--- config.mk ---
export PLATFORM = sky130hd
export DESIGN_NAME = hex_display_ctrl
export DESIGN_NICKNAME = d
export VERILOG_FILES = /design/src/rtl/hex_display_ctrl_pkg.sv /design/src/rtl/hex_display_ctrl_lut.sv /design/src/rtl/hex_display_ctrl.sv
export SDC_FILE = /design/constraint.sdc
export NUM_CORES = 1
export LEC_CHECK = 0
export BUFFER_PORTS_ARGS = -buffer_cell sky130_fd_sc_hd__buf_4
export CORE_MARGIN = 2
export CORE_UTILIZATION = 40
export CTS_BUF_LIST = sky130_fd_sc_hd__clkbuf_4
export DETAILED_ROUTE_END_ITERATION = 16
export GPL_ROUTABILITY_DRIVEN = 0
export PLACE_DENSITY = 0.67
export SYNTH_ARGS = -nofsm -noshare
export SYNTH_HDL_FRONTEND = slang
export SYNTH_HIERARCHICAL = 1
export SYNTH_SLANG_ARGS = --single-unit
--- constraint.sdc ---
create_clock -name clock -period 3.6 [get_ports clock]
set_input_delay 0.54 -clock clock [delete_from_list [all_inputs] [get_ports clock]]
set_output_delay 0.54 -clock clock [all_outputs]
set_load 0.005 [all_outputs]
--- src/rtl/hex_display_ctrl_pkg.sv ---
// Shared definitions for the hex display controller.
// Holds the active-low 7-segment glyphs (bit 0 = segment a .. bit 6 = segment g),
// the blank pattern and the default parameter values.
package hex_display_ctrl_pkg;

    // One digit's worth of active-low segment drive.
    typedef logic [6:0] seg_t;

    // Default number of digits driven by the controller.
    localparam int DIGITS_DEFAULT    = 6;
    // Default clock cycles per blink half-period.
    localparam int BLINK_DIV_DEFAULT = 25000000;

    // Hex glyphs, active-low.
    localparam seg_t SEG_0 = 7'h40;
    localparam seg_t SEG_1 = 7'h79;
    localparam seg_t SEG_2 = 7'h24;
    localparam seg_t SEG_3 = 7'h30;
    localparam seg_t SEG_4 = 7'h19;
    localparam seg_t SEG_5 = 7'h12;
    localparam seg_t SEG_6 = 7'h02;
    localparam seg_t SEG_7 = 7'h78;
    localparam seg_t SEG_8 = 7'h00;
    localparam seg_t SEG_9 = 7'h10;
    localparam seg_t SEG_A = 7'h08;
    localparam seg_t SEG_B = 7'h03;
    localparam seg_t SEG_C = 7'h46;
    localparam seg_t SEG_D = 7'h21;
    localparam seg_t SEG_E = 7'h06;
    localparam seg_t SEG_F = 7'h0E;

    // All segments off.
    localparam seg_t SEG_BLANK = 7'h7F;

endpackage : hex_display_ctrl_pkg

--- src/rtl/hex_display_ctrl_lut.sv ---
// Combinational nibble-to-glyph decoder for one 7-segment digit.
// Output is active-low; an out-of-range nibble (X in simulation) maps to blank.
module hex_seg_lut
    import hex_display_ctrl_pkg::*;
(
    input  logic [3:0] nibble_i,
    output logic [6:0] seg_o
);

    // Map the nibble onto its hex glyph.
    always_comb begin
        seg_o = SEG_BLANK;
        case (nibble_i)
            4'h0:    seg_o = SEG_0;
            4'h1:    seg_o = SEG_1;
            4'h2:    seg_o = SEG_2;
            4'h3:    seg_o = SEG_3;
            4'h4:    seg_o = SEG_4;
            4'h5:    seg_o = SEG_5;
            4'h6:    seg_o = SEG_6;
            4'h7:    seg_o = SEG_7;
            4'h8:    seg_o = SEG_8;
            4'h9:    seg_o = SEG_9;
            4'hA:    seg_o = SEG_A;
            4'hB:    seg_o = SEG_B;
            4'hC:    seg_o = SEG_C;
            4'hD:    seg_o = SEG_D;
            4'hE:    seg_o = SEG_E;
            4'hF:    seg_o = SEG_F;
            default: seg_o = SEG_BLANK;
        endcase
    end

endmodule : hex_seg_lut

--- src/rtl/hex_display_ctrl.sv ---
// Multi-digit hex 7-segment display controller.
// A number is captured on a valid/ready handshake and shown one edge later on a
// registered, active-low segment bus. Leading-zero suppression and per-digit
// blinking both force digits blank; the two sources are ORed. Display controls
// are registered alongside the value so they line up with it on hex_seg.
module hex_display_ctrl
    import hex_display_ctrl_pkg::*;
#(
    parameter int DIGITS    = DIGITS_DEFAULT,
    parameter int BLINK_DIV = BLINK_DIV_DEFAULT
) (
    input  logic                  clock,
    input  logic                  resetn,
    input  logic                  load_valid,
    output logic                  load_ready,
    input  logic [4*DIGITS-1:0]   value,
    input  logic                  lz_blank,
    input  logic                  blink_en,
    input  logic [DIGITS-1:0]     blink_mask,
    output logic [7*DIGITS-1:0]   hex_seg
);

    // Counter wide enough to hold BLINK_DIV-1 (BLINK_DIV >= 2 keeps this >= 1).
    localparam int CNT_W = (BLINK_DIV > 2) ? $clog2(BLINK_DIV) : 1;
    localparam logic [CNT_W-1:0] CNT_LAST = CNT_W'(BLINK_DIV - 1);
    localparam logic [CNT_W-1:0] CNT_ONE  = CNT_W'(1);

    // Handshake and captured value.
    logic                  load_s;
    logic                  ready_q;
    logic                  ready_d;
    logic [4*DIGITS-1:0]   value_q;
    logic [4*DIGITS-1:0]   value_d;

    // Display controls, registered so they share the value's latency.
    logic                  lz_q;
    logic                  blink_en_q;
    logic [DIGITS-1:0]     mask_q;

    // Blink timebase.
    logic [CNT_W-1:0]      cnt_q;
    logic [CNT_W-1:0]      cnt_d;
    logic                  phase_q;
    logic                  phase_d;

    // Decode and blanking.
    logic [7*DIGITS-1:0]   glyph_s;
    logic [DIGITS-1:0]     lz_kill_s;
    logic [DIGITS-1:0]     blink_kill_s;
    logic [7*DIGITS-1:0]   seg_d;
    logic [7*DIGITS-1:0]   seg_q;

    assign load_s     = load_valid & ready_q;
    assign load_ready = ready_q;
    assign hex_seg    = seg_q;

    // One decoder per digit, fed from the captured value.
    for (genvar gi = 0; gi < DIGITS; gi++) begin : g_digit
        hex_seg_lut u_lut (
            .nibble_i (value_q[4*gi +: 4]),
            .seg_o    (glyph_s[7*gi +: 7])
        );
    end

    // Capture on handshake; ready drops for exactly the cycle after a load.
    always_comb begin
        value_d = value_q;
        ready_d = 1'b1;
        if (load_s) begin
            value_d = value;
            ready_d = 1'b0;
        end else begin
            value_d = value_q;
            ready_d = 1'b1;
        end
    end

    // Blink counter runs 0..BLINK_DIV-1 and flips the phase on each wrap; held at 0 when disabled.
    always_comb begin
        cnt_d   = cnt_q;
        phase_d = phase_q;
        if (blink_en) begin
            if (cnt_q == CNT_LAST) begin
                cnt_d   = '0;
                phase_d = ~phase_q;
            end else begin
                cnt_d   = cnt_q + CNT_ONE;
                phase_d = phase_q;
            end
        end else begin
            cnt_d   = '0;
            phase_d = 1'b0;
        end
    end

    // Leading-zero suppression: scan from the top digit down, blank until the first non-zero nibble.
    always_comb begin
        logic seen_nonzero;
        seen_nonzero = 1'b0;
        lz_kill_s    = '0;
        for (int i = DIGITS - 1; i >= 0; i--) begin
            if (value_q[4*i +: 4] != 4'h0) begin
                seen_nonzero = 1'b1;
            end else begin
                seen_nonzero = seen_nonzero;
            end
            // Digit 0 always shows something, even for an all-zero value.
            lz_kill_s[i] = lz_q && !seen_nonzero && (i != 0);
        end
    end

    // Blink blanking: masked digits go dark during phase 1.
    always_comb begin
        blink_kill_s = '0;
        if (blink_en_q && phase_q) begin
            blink_kill_s = mask_q;
        end else begin
            blink_kill_s = '0;
        end
    end

    // Merge glyphs with the ORed blank sources.
    always_comb begin
        seg_d = '1;
        for (int i = 0; i < DIGITS; i++) begin
            if (lz_kill_s[i] || blink_kill_s[i]) begin
                seg_d[7*i +: 7] = SEG_BLANK;
            end else begin
                seg_d[7*i +: 7] = glyph_s[7*i +: 7];
            end
        end
    end

    // Handshake, value and control sampling registers.
    always_ff @(posedge clock or negedge resetn) begin
        if (!resetn) begin
            ready_q    <= 1'b0;
            value_q    <= '0;
            lz_q       <= 1'b0;
            blink_en_q <= 1'b0;
            mask_q     <= '0;
        end else begin
            ready_q    <= ready_d;
            value_q    <= value_d;
            lz_q       <= lz_blank;
            blink_en_q <= blink_en;
            mask_q     <= blink_mask;
        end
    end

    // Blink timebase registers.
    always_ff @(posedge clock or negedge resetn) begin
        if (!resetn) begin
            cnt_q   <= '0;
            phase_q <= 1'b0;
        end else begin
            cnt_q   <= cnt_d;
            phase_q <= phase_d;
        end
    end

    // Registered segment output; every digit blank while in reset.
    always_ff @(posedge clock or negedge resetn) begin
        if (!resetn) begin
            seg_q <= '1;
        end else begin
            seg_q <= seg_d;
        end
    end

endmodule : hex_display_ctrl
# Word-level counts from Yosys, hierarchy flattened
# Memory sizes are Yosys's and may differ from the RTL's.
# Index checks and enable logic that the tools add are counted.
# totals
register_bits	101
mem_bits_ro	672
in_bits	35
out_inout_bits	43
wordCells	57
n_memories	6
# memory_table
name	depth	width	read_ports	rd_clocked_by_memory_dff	write_ports	line	rtl
(no name shown)	16	7	1	0	0	hex_display_ctrl_lut.sv:13	case (nibble_i)
(no name shown)	16	7	1	0	0	hex_display_ctrl_lut.sv:13	
(no name shown)	16	7	1	0	0	hex_display_ctrl_lut.sv:13	
(no name shown)	16	7	1	0	0	hex_display_ctrl_lut.sv:13	
(no name shown)	16	7	1	0	0	hex_display_ctrl_lut.sv:13	
(no name shown)	16	7	1	0	0	hex_display_ctrl_lut.sv:13	
# op_classes
add_sub_neg	1
n_eq_ne	2
n_mux	17
bitwise_logic	2
reduce_logical	21
# ops
cell	n
$mux W25	2
$mux W7	6
$add A25 B1 Y25 const B	1
$eq A25 B25 Y1 const B	1
$reduce_bool A4 Y1	5
$mux W1	8
$logic_and A1 B1 Y1	6
$mux W6	1
$logic_not A1 Y1	5
$logic_or A1 B1 Y1	5
$ne A2 B1 Y1 const B	1
$and A1 B1 Y1	1
$not A1 Y1	1

# Longest topological paths before layout
# Gate-level depths: netlist of run 1.
# depth
word_depth	10
ltp_mapped	6
mapped_depth_nobuf	6

# By module
# The synthesis of run 1 kept the hierarchy.
# by_module_without_submodules
mod	n_inst	cells_per_inst	area_each_um2	seq_area_each_um2
hex_display_ctrl	1	300	3900.0	2580.0
hex_seg_lut	6	32	275.3	0.0

# Worst setup path before layout of run 1
# No wires, ideal clock.
# synth_path
path_kind	flip-flop to flip-flop
startpoint	register cnt_q[17]
endpoint	register cnt_q[22]
setup_ps	130
t_arrival_ps	1913
required_time_ps	3470
slack_ps	1557
path_stages_with_launch	6
cell_sequence	dfrtp_1 -> or4b_1 -> or4_4 -> o21ai_2 -> buf_4 -> a21oi_1
# synth_between
elab_chain_cells	3
word_cells_on_any_way	4
# synth_lines
element	line	rtl
start, declared	hex_display_ctrl.sv:41	logic [CNT_W-1:0] cnt_q;
start signal, assigned	hex_display_ctrl.sv:157	cnt_q <= cnt_d;
$add A25 B1 Y25 / $eq A25 B25 Y1 (equally long branches)	hex_display_ctrl.sv:87, hex_display_ctrl.sv:83	
$mux W25 (*)	hex_display_ctrl.sv:83	if (cnt_q == CNT_LAST) begin
$mux W25 (*)	hex_display_ctrl.sv:82	if (blink_en) begin
net cnt_d[22]	hex_display_ctrl.sv:42	logic [CNT_W-1:0] cnt_d;
# Mark *: on every way through the listed nets, which the timed path passes. The rest lies on a longest branch.
# A chain may end at the register's enable or synchronous reset.

# Worst setup path after layout of run 1
# layout_path
startpoint	register cnt_q[17]
endpoint	register cnt_q[9]
# layout_between
elab_chain_cells	3
# layout_lines
element	line
$eq A25 B25 Y1	hex_display_ctrl.sv:83
$mux W25	hex_display_ctrl.sv:83
$mux W25	hex_display_ctrl.sv:82
net cnt_d[9]	hex_display_ctrl.sv:42
# The timed path passes the listed nets, and every way through them passes these cells.

==> results.sh, run 1 <==
export IMPL_overflow=0
export IMPL_drv_cap=0
export IMPL_grt_usage_pct=14.4
export IMPL_wl_per_cell_um=13.7
export IMPL_grt_busiest_layer="met2"
export IMPL_place_inst=734
export IMPL_post_route_period_util_pct=72.6
export IMPL_path_clk_slew_ns=0.15
export IMPL_dpl_instance_area_um2=6250
export IMPL_slew_headroom_pct=48.5
export IMPL_total_power_mw=2.91
export IMPL_max_freq_mhz=383
export IMPL_clockRootBuffer="clkbuf_4"
export IMPL_crit_type="register to register"
export IMPL_grt_setup_unrepaired="false"
export IMPL_die_area_um2=14800
export IMPL_ys_types=42
export IMPL_remaining_drc_errors=0
export IMPL_use_met3_pct=3.56
export IMPL_final_layout_size_suffix_gt1_share_pct=32.3
export IMPL_final_design_area_no_fill_um2=6390
export IMPL_peakVddDrop_mv=0.155
export IMPL_critPathMaxStageDelay_ns=0.62
export IMPL_antenna_found_initial=0
export IMPL_die_x_um=122
export IMPL_endpoint_kind="register"
export IMPL_cts_sinks=101
export IMPL_cts_htree_levels=3
export IMPL_postCtsHoldBufs=0
export IMPL_fin_util_pct=46.6
export IMPL_dp_hpwl_um=7610
export IMPL_finalMaxSlewViolations=0
export IMPL_dr_pass1_iters=4
export IMPL_use_met2_pct=24.0
export IMPL_fp_row_count=43
export IMPL_ios=78
export IMPL_syn_area_per_cell_um2=11.3
export IMPL_path_max_fanout=17
export IMPL_async_flop_share_pct=100
export IMPL_crit_arrival_ns=2.99
export IMPL_cts_tree="yes"
export IMPL_synth_edf_count=0
export IMPL_startpoint_type="register"
export IMPL_period_needed_ns=2.61
export IMPL_area_delta_synth_final_pct=15.1
export IMPL_hold_class="input port to async pin"
export IMPL_yosysSeqAreaShare_pct=46.5
export IMPL_crit_chain="or4b_1, or4_4, o21ai_2, buf_4, nor2_1"
export IMPL_netlist_area_um2=5550
export IMPL_ctsResizeCount=0
export IMPL_worst_path_max_delay_cell="o21ai_2"
export IMPL_drt_iter0_markers=211
export IMPL_synth_seq_cells=101
export IMPL_worst_slew_pin_slew_ns=0.765
export IMPL_avgViaCountPerCell=5.05
export IMPL_finalClockSkew_ns=0.0158
export IMPL_synthFlopType="dfrtp_1"
export IMPL_port_buffers=77
export IMPL_grt_pass1_wl_um=16900
export IMPL_finalSetupViolations=0
export IMPL_cts_buffers=9
export IMPL_core_area_um2=13700
export IMPL_required_ns=3.97
export IMPL_ant_nets=0
export IMPL_vias=3785
export IMPL_outcome="completed"
export IMPL_multi_input_area_um2=2760
export IMPL_powerDensity_nw_per_um2=455
export IMPL_start_util_pct=40.5
export IMPL_instances_no_fill=750
export IMPL_syn_nets=570
export IMPL_grt_max_degree=49
export IMPL_clk_latency_ns=0.46
export IMPL_p_leak_nw=2.98
export IMPL_use_met1_pct=17.5
export IMPL_syn_inst=492
export IMPL_num_antenna_cells=0
export IMPL_layout_nets=643
export IMPL_die_h_um=122
export IMPL_fin_setup_tns_ns=0
export IMPL_ys_warn_count=6
export IMPL_hold_violations=0
export IMPL_wl_um=10300
export IMPL_fill_cells=1251
export IMPL_postCtsSetupBuffers=0
export IMPL_seq_area_um2=2580
export IMPL_grt_pass1_vias=3644
export IMPL_ctsLongestPathBuffers=2
==> area by class of cell <==
class / count / share of cell area [%]
Timing Repair Buffer: 81 / 9.51
Inverter: 22 / 1.29
Sequential cell: 101 / 40.4
Clock buffer: 10 / 1.17
Tap cell: 180 / 3.52
Clock inverter: 6 / 0.998
Multi-Input combinational cell: 350 / 43.1
==> worst paths after layout <==
kind                                      from                      end  cells past startpoint  slack, ns
setup / recovery           cnt_q[17]$_DFF_PN0_       cnt_q[9]$_DFF_PN0_                      5       0.99
hold / removal                          resetn  value_q[19]$_DFFE_PN0P_                      1       0.06
setup reg to reg           cnt_q[17]$_DFF_PN0_       cnt_q[9]$_DFF_PN0_                      5       0.99
hold reg to reg             cnt_q[0]$_DFF_PN0_       cnt_q[0]$_DFF_PN0_                      1       0.49
max in group asynchronous               resetn     hex_seg[7]$_DFF_PN1_                      2       2.73
min in group clock               blink_mask[1]      mask_q[1]$_DFF_PN0_                      1       0.17
==> critical path, delay by kind of cell (launching register included) <==
| family | cells | cell delay, ns |
|---|---|---|
| buffers and inverters | 1 | 0.28 |
| AND/OR/NAND/NOR | 3 | 1.13 |
| AO/OA/AOI/OAI | 1 | 0.62 |
| flip-flops | 1 | 0.49 |
==> logic make-up (layout without fill, tap and decap cells) <==
group           after synthesis  in the layout  synth area share [%]
fa+ha+maj                    43             43                  9.69
flops                       101            101                  46.5
xor+xnor                     12             12                  1.89
buf+inv                      41            119                  3.88
compound gates               64             64                  7.44
simple gates                171            171                  17.4
mux                          60             60                  13.3
==> metal layers <==
layer	vias to the layer above	part of all wire [%]
met5	-	0
met3	22	4.0
met2	70	49
li1	1876	-
met1	1817	44
met4	0	2.7
==> stage by stage <==
step / hold WS [ns] / worst slack [ns]
after floorplan: 0.244 / 1.56
after global placement: 0.445 / 1.06
after detailed placement: 0.479 / 1.01
after CTS: 0.0272 / 0.996
after global routing: 0.0564 / 0.881
final: 0.0585 / 0.986
==> layout by cell type (no fill, tap or decap), types with 6 or more instances in the layout <==
cell / instances
buf_4: 81
and3_1: 6
a22o_1: 12
clkbuf_4: 10
mux4_1: 6
mux2i_1: 24
nor2_1: 46
and2b_2: 6
xnor2_1: 8
dfrtp_1: 59
ha_1: 43
a32o_1: 6
or4_1: 7
nor3_1: 6
nand2_1: 17
or3b_1: 6
nand2b_1: 29
or3_1: 15
or2_2: 7
a21oi_1: 17
inv_1: 22
mux2_2: 30
nand4_1: 8
o21ai_0: 23
dfstp_2: 42
==> flip-flops by register name, summed over array words and instances (netlist names) <==
register and flops:
blink_en_q 1, phase_q 1, mask_q 6, lz_q 1
hex_seg 42, value_q 24, cnt_q 25, load_ready 1
==> report_power, final <==
group	switching, mW	internal, mW	total [mW]
sequential	0.164	1.39	1.55
combinational	0.299	0.471	0.769
clock	0.371	0.218	0.589
total	0.834	2.08	2.91
==> cells in the mapped netlist, types with 7 or more instances <==
library cell  instances  area share (%)
a21oi_1              17             1.5
or3_1                15             1.7
inv_1                22             1.5
ha_1                 43             9.7
nand4_1               8            0.90
dfstp_2              42              20
o21ai_0              23             2.1
dfrtp_1              59              27
or4_1                 7            0.95
nor2_1               46             3.1
nand2_1              17             1.1
mux2i_1              24             4.3
xnor2_1               8             1.3
nand2b_1             29             3.3
buf_2                 7            0.63
or2_2                 7            0.79
mux2_2               30             6.1
a22o_1               12             1.9
Power figures use the tool's default switching activity.
==> inputs of run 2 (changes only) <==
- PLACE_DENSITY: 0.67 -> 0.69
- clock period: 3.6 -> 2.1 ns (I/O delays scaled with it)
==> results.sh, run 2 (synthesized netlist as in run 1, its figures left out) <==
export IMPL_drt_iter0_markers=225
export IMPL_finalSetupViolations=0
export IMPL_ant_nets=0
export IMPL_seq_area_um2=2580
export IMPL_total_power_mw=5.08
export IMPL_dp_hpwl_um=7720
export IMPL_layout_nets=669
export IMPL_wl_met3_um=470
export IMPL_layout_commonest_cell="buf_4"
export IMPL_dpl_instance_area_um2=6400
export IMPL_ios=78
export IMPL_drv_cap=0
export IMPL_required_ns=2.51
export IMPL_slew_headroom_pct=61.8
export IMPL_clk_latency_ns=0.48
export IMPL_path_clk_slew_ns=0.17
export IMPL_path_max_fanout=4
export IMPL_die_h_um=122
export IMPL_port_buffers=77
export IMPL_period_needed_ns=2.02
export IMPL_vias=3837
export IMPL_hp_start="value[11]"
export IMPL_wl_um=10300
export IMPL_place_inst=750
export IMPL_startpoint_type="register"
export IMPL_powerDensity_nw_per_um2=762
export IMPL_hold_violations=0
export IMPL_finalMaxSlewViolations=0
export IMPL_crit_arrival_ns=2.42
export IMPL_grt_usage_pct=14.5
export IMPL_fp_row_count=43
export IMPL_worst_slew_pin_slew_ns=0.574
export IMPL_dp_slack_ns=0.107
export IMPL_post_route_period_util_pct=96.0
export IMPL_multi_input_area_um2=2780
export IMPL_grt_pass1_wl_um=17100
export IMPL_p_leak_nw=3.14
export IMPL_remaining_drc_errors=0
export IMPL_timing_rr_end="phase_q$_DFFE_PN0P_"
export IMPL_cts_sinks=101
export IMPL_r2r_cells=4
export IMPL_start_util_pct=40.5
export IMPL_overflow=0
export IMPL_outcome="completed"
export IMPL_r2r_start="cnt_q[9]$_DFF_PN0_"
export IMPL_area_delta_synth_final_pct=20.1
export IMPL_final_design_area_no_fill_um2=6670
export IMPL_crit_type="register to register"
export IMPL_wl_per_cell_um=13.3
export IMPL_num_antenna_cells=0
export IMPL_antenna_found_initial=0
export IMPL_grt_max_degree=62
export IMPL_max_freq_mhz=496
export IMPL_avgViaCountPerCell=4.94
export IMPL_r2r_slack_ns=0.08
export IMPL_fin_ws_ns=0.0837
export IMPL_endpoint_kind="register"
export IMPL_peakVddDrop_mv=0.246
export IMPL_instances_no_fill=776
export IMPL_die_x_um=122
export IMPL_core_area_um2=13700
export IMPL_final_cell_mix="buf_4 (95), dfrtp_1 (59), nor2_1 (46), ha_1 (43), dfstp_2 (42)"
export IMPL_fin_util_pct=48.6
export IMPL_whs_path_depth=2
export IMPL_ctsLongestPathBuffers=2
export IMPL_die_area_um2=14800
export IMPL_grt_pass1_vias=3675
export IMPL_met1Wirelength_um=4580
export IMPL_hold_class="input port to register"
export IMPL_cts_tree="yes"
export IMPL_fill_cells=1241
export IMPL_finalClockSkew_ns=0.0190
export IMPL_final_layout_size_suffix_gt1_share_pct=34.1
export IMPL_dr_wl_met2_um=5030
export IMPL_dr_pass1_iters=7
export IMPL_cts_buffers=9
export IMPL_cts_htree_levels=3
export IMPL_highest_layer="met4"
export IMPL_largest_reg_flops=42
export IMPL_clockRootBuffer="clkbuf_4"
export IMPL_min_to="value_q[11]$_DFFE_PN0P_"
run 2: cell types whose count changed in the layout (fill, tap and decap cells not counted), moves of 2 or more:
cell	previous run	this run
buf_12	0	2
inv_6	0	2
dlygate4sd3_1	0	9
clkinvlp_4	2	0
buf_4	81	95
run 2: cell type report:
cell class	count	share of cell area, %
well taps	180	3.38
flip-flops and latches	101	38.7
clock buffers	9	1.01
multi-input cells	350	41.6
inverters	22	1.24
repair buffers	107	12.8
clock inverters	7	1.22
run 2: worst max-delay path by stage:
stage                     cells past startpoint                   to                 from
after CTS                                     5  cnt_q[24]$_DFF_PN0_  cnt_q[17]$_DFF_PN0_
after global routing                          4  phase_q$_DFFE_PN0P_  cnt_q[17]$_DFF_PN0_
after detailed placement                      5  cnt_q[22]$_DFF_PN0_  cnt_q[17]$_DFF_PN0_
after global placement                        5  cnt_q[21]$_DFF_PN0_  cnt_q[17]$_DFF_PN0_
after floorplan                               5  cnt_q[22]$_DFF_PN0_  cnt_q[17]$_DFF_PN0_
final                                         4  phase_q$_DFFE_PN0P_   cnt_q[9]$_DFF_PN0_
run 2: per-stage QoR:
stage          hold slack [ns]  setup TNS (ns)
2_1_floorplan           0.0194               0
3_3_place_gp             0.162               0
3_5_place_dp             0.164               0
4_1_cts               0.000838               0
5_1_grt                 0.0105        -0.00592
6_report                0.0473               0
run 2: layer usage:
| metal | up-vias | global-route usage [%] |
|---|---|---|
| met3 | 18 | 4.03 |
| met5 | - | 0 |
| li1 | 1926 | - |
| met1 | 1824 | 18.0 |
| met4 | 0 | 5.46 |
| met2 | 69 | 24.2 |
run 2: power breakdown:
group | total (mW) | leakage (nW) | internal [mW] | switching (mW)
clock | 1.06 | 0.0828 | 0.382 | 0.674
sequential | 2.61 | 1.18 | 2.38 | 0.232
combinational | 1.41 | 1.87 | 0.845 | 0.569
total | 5.08 | 3.14 | 3.60 | 1.47
run 2: timing repair:
| action | in CTS | in global routing |
|---|---|---|
| hold buffers | 9 | 0 |
| setup buffers | 0 | 1 |
| endpoints found under the hold margin | 73 | 0 |
| resized for setup | 0 | 4 |
| setup endpoints to repair | 0 | 30 |
run 2: critical path, cell delays in order, from the launching register on:
cell and delay, ns:
dfrtp_1 0.44, or4_1 0.56, or4_4 0.46, or3_1 0.36
a21boi_1 0.14
==> inputs of run 3 (changes only) <==
- PLACE_DENSITY: 0.69 -> 0.7
- SYNTH_HIERARCHICAL: 1 -> default
==> results.sh, run 3 <==
export IMPL_outcome="completed"
export IMPL_grt_max_degree=40
export IMPL_powerDensity_nw_per_um2=795
export IMPL_antenna_found_initial=0
export IMPL_hold_class="input port to register"
export IMPL_critPathMaxStageDelay_ns=0.48
export IMPL_peakVddDrop_mv=0.660
export IMPL_crit_chain="inv_1, ha_1, nor3b_1, nand4_1, a2bb2oi_1, buf_4, o311ai_0"
export IMPL_endpoint_kind="register"
export IMPL_remaining_drc_errors=0
export IMPL_r2r_start="value_q[16]$_DFFE_PN0P_"
export IMPL_cts_sinks=101
export IMPL_p_leak_nw=2.74
export IMPL_area_delta_synth_final_pct=20.9
export IMPL_yosys_area_top_type_share_pct=28.5
export IMPL_finalClockSkew_ns=0.0238
export IMPL_dp_slack_ns=0.0896
export IMPL_synth_area_leader_cell="dfrtp_1"
export IMPL_fp_row_count=41
export IMPL_wl_um=10700
export IMPL_dr_pass1_iters=4
export IMPL_worst_path_max_delay_cell="dfrtp_1"
export IMPL_core_area_um2=12600
export IMPL_avgViaCountPerCell=5.18
export IMPL_grt_pass1_wl_um=18300
export IMPL_synth_common_cells="dfrtp_1 (59), nand2_1 (48), dfstp_2 (42)"
export IMPL_ant_nets=0
export IMPL_layout_commonest_cell="buf_4"
export IMPL_die_h_um=118
export IMPL_die_x_um=118
export IMPL_max_freq_mhz=504
export IMPL_cts_buffers=9
export IMPL_worst_slew_pin_slew_ns=0.494
export IMPL_crit_arrival_ns=2.34
export IMPL_grt_setup_unrepaired="false"
export IMPL_ys_warn_count=0
export IMPL_yosysMostFrequentCell="dfrtp_1"
export IMPL_yosysSeqAreaShare_pct=49.8
export IMPL_start_util_pct=41.1
export IMPL_whs_path_depth=2
export IMPL_wl_per_cell_um=14.3
export IMPL_vias=3862
export IMPL_clockRootBuffer="clkbuf_4"
export IMPL_crit_type="register to register"
export IMPL_synthFlopType="dfrtp_1"
export IMPL_ios=78
export IMPL_port_buffers=77
export IMPL_num_antenna_cells=0
export IMPL_dp_hpwl_um=7790
export IMPL_timing_rr_end="hex_seg[13]$_DFF_PN1_"
export IMPL_syn_inst=481
export IMPL_period_needed_ns=1.98
export IMPL_endpoint="hex_seg[13]$_DFF_PN1_"
export IMPL_finalMaxSlewViolations=0
export IMPL_async_flop_share_pct=100
export IMPL_largest_reg_flops=42
export IMPL_synth_edf_count=0
export IMPL_final_cell_mix="buf_4 (89), dfrtp_1 (59), nand2_1 (48), dfstp_2 (42), ha_1 (32)"
export IMPL_slew_headroom_pct=67.1
export IMPL_syn_area_per_cell_um2=10.8
export IMPL_path_clk_slew_ns=0.16
export IMPL_die_area_um2=13900
export IMPL_startpoint_type="register"
export IMPL_critical_path_startpoint="value_q[16]$_DFFE_PN0P_"
export IMPL_r2r_cells=7
export IMPL_synth_area_top_cells="dfrtp_1 (28%), dfstp_2 (21%), ha_1 (7.7%), mux2_2 (5.7%), o211ai_1 (4.1%)"
export IMPL_drv_cap=0
export IMPL_syn_nets=548
export IMPL_overflow=0
export IMPL_synth_seq_cells=101
export IMPL_r2r_slack_ns=0.12
export IMPL_layout_nets=635
export IMPL_cts_tree="yes"
export IMPL_clk_latency_ns=0.47
export IMPL_cts_htree_levels=3
export IMPL_instances_no_fill=745
export IMPL_ctsLongestPathBuffers=2
export IMPL_place_inst=720
export IMPL_path_max_fanout=7
export IMPL_fin_hold_ws_ns=0.0606
export IMPL_netlist_area_um2=5180
export IMPL_finalSetupViolations=0
export IMPL_grt_usage_pct=16.2
export IMPL_drt_iter0_markers=279
export IMPL_post_route_period_util_pct=94.4
export IMPL_fin_ws_ns=0.118
export IMPL_fin_setup_tns_ns=0
export IMPL_grt_pass1_vias=3898
export IMPL_final_layout_size_suffix_gt1_share_pct=33.2
export IMPL_required_ns=2.46
export IMPL_ys_types=53
export IMPL_hold_violations=0
## run 3: cell types whose count changed in the layout (fill, tap and decap cells not counted), sizes merged, moves of 10 or more
| cell | before | now |
|---|---|---|
| nand2 | 17 | 49 |
| o211ai | 0 | 28 |
| nor2 | 46 | 26 |
| mux2i | 24 | 5 |
| nand2b | 29 | 14 |
| o311ai | 0 | 14 |
| a22o | 12 | 0 |
| nand3 | 4 | 16 |
| ha | 43 | 32 |
| or3 | 15 | 5 |
## run 3: what timing repair did
item / CTS / global route
hold endpoints to repair: 35 / 0
resized for setup: 0 / 3
hold buffers: 9 / 0
endpoints found under the setup margin: 0 / 19
buffers inserted: 0 / 0
## run 3: routing by layer
layer	vias up	part of all wire, %	GRT usage, %
met2	102	50	27.4
met4	0	1.9	5.57
met1	1846	42	19.4
li1	1897	-	-
met5	-	0	0
met3	17	5.9	5.28
## run 3: cells by family (layout without fill, tap and decap cells)
| group | count (synthesis) | after routing | synth area share (%) |
|---|---|---|---|
| and+or+nand+nor | 158 | 158 | 16.4 |
| adders and majority gates | 32 | 32 | 7.73 |
| muxes | 32 | 32 | 7.05 |
| buffers and inverters | 46 | 138 | 3.57 |
| DFF | 101 | 101 | 49.8 |
| AOI/OAI and AO/OA | 100 | 100 | 13.4 |
| xor gates and xnor gates | 12 | 12 | 2.03 |
## run 3: worst min-delay path by stage
stage,start,to,slack (ns)
floorplan,resetn,blink_en_q$_DFF_PN0_,0.02
global route,value[23],value_q[23]$_DFFE_PN0P_,0.01
CTS,value[17],value_q[17]$_DFFE_PN0P_,0.02
finish,value[17],value_q[17]$_DFFE_PN0P_,0.06
detailed placement,resetn,cnt_q[13]$_DFF_PN0_,0.32
global placement,resetn,cnt_q[18]$_DFF_PN0_,0.32
## run 3: power by group
part	switching, mW	internal (mW)	leakage, nW
sequential	0.231	2.37	1.18
combinational	0.542	0.662	1.47
clock	0.661	0.512	0.0933
total	1.43	3.54	2.74
## run 3: stage by stage
stage / area [um2] / power (mW) / utilization, %
after floorplan: 5180 / 3.22 / -
after global placement: 5990 / 3.80 / 47.4
after detailed placement: 5990 / 3.83 / 47.4
after CTS: 6240 / 5.04 / 49.5
after global routing: 6260 / 5.29 / 49.6
final: 6260 / 4.98 / 49.6
## run 3: layout make-up
type	count	area (um2)
Multi-Input combinational cell	334	2430
Fill cell	1212	6360
Tap cell	172	215
Clock inverter	6	93.8
Clock buffer	10	75.1
Sequential cell	101	2580
Inverter	23	86.3
Timing Repair Buffer	99	778
## run 3: worst max-delay path, delay by kind of cell, from the launching register on
family,cells,cell delay [ns]
AND/OR/NAND/NOR,2,0.60
flip-flops,1,0.48
buffers and inverters,2,0.30
AO/OA/AOI/OAI,2,0.26
adder cells (fa/ha/maj),1,0.22
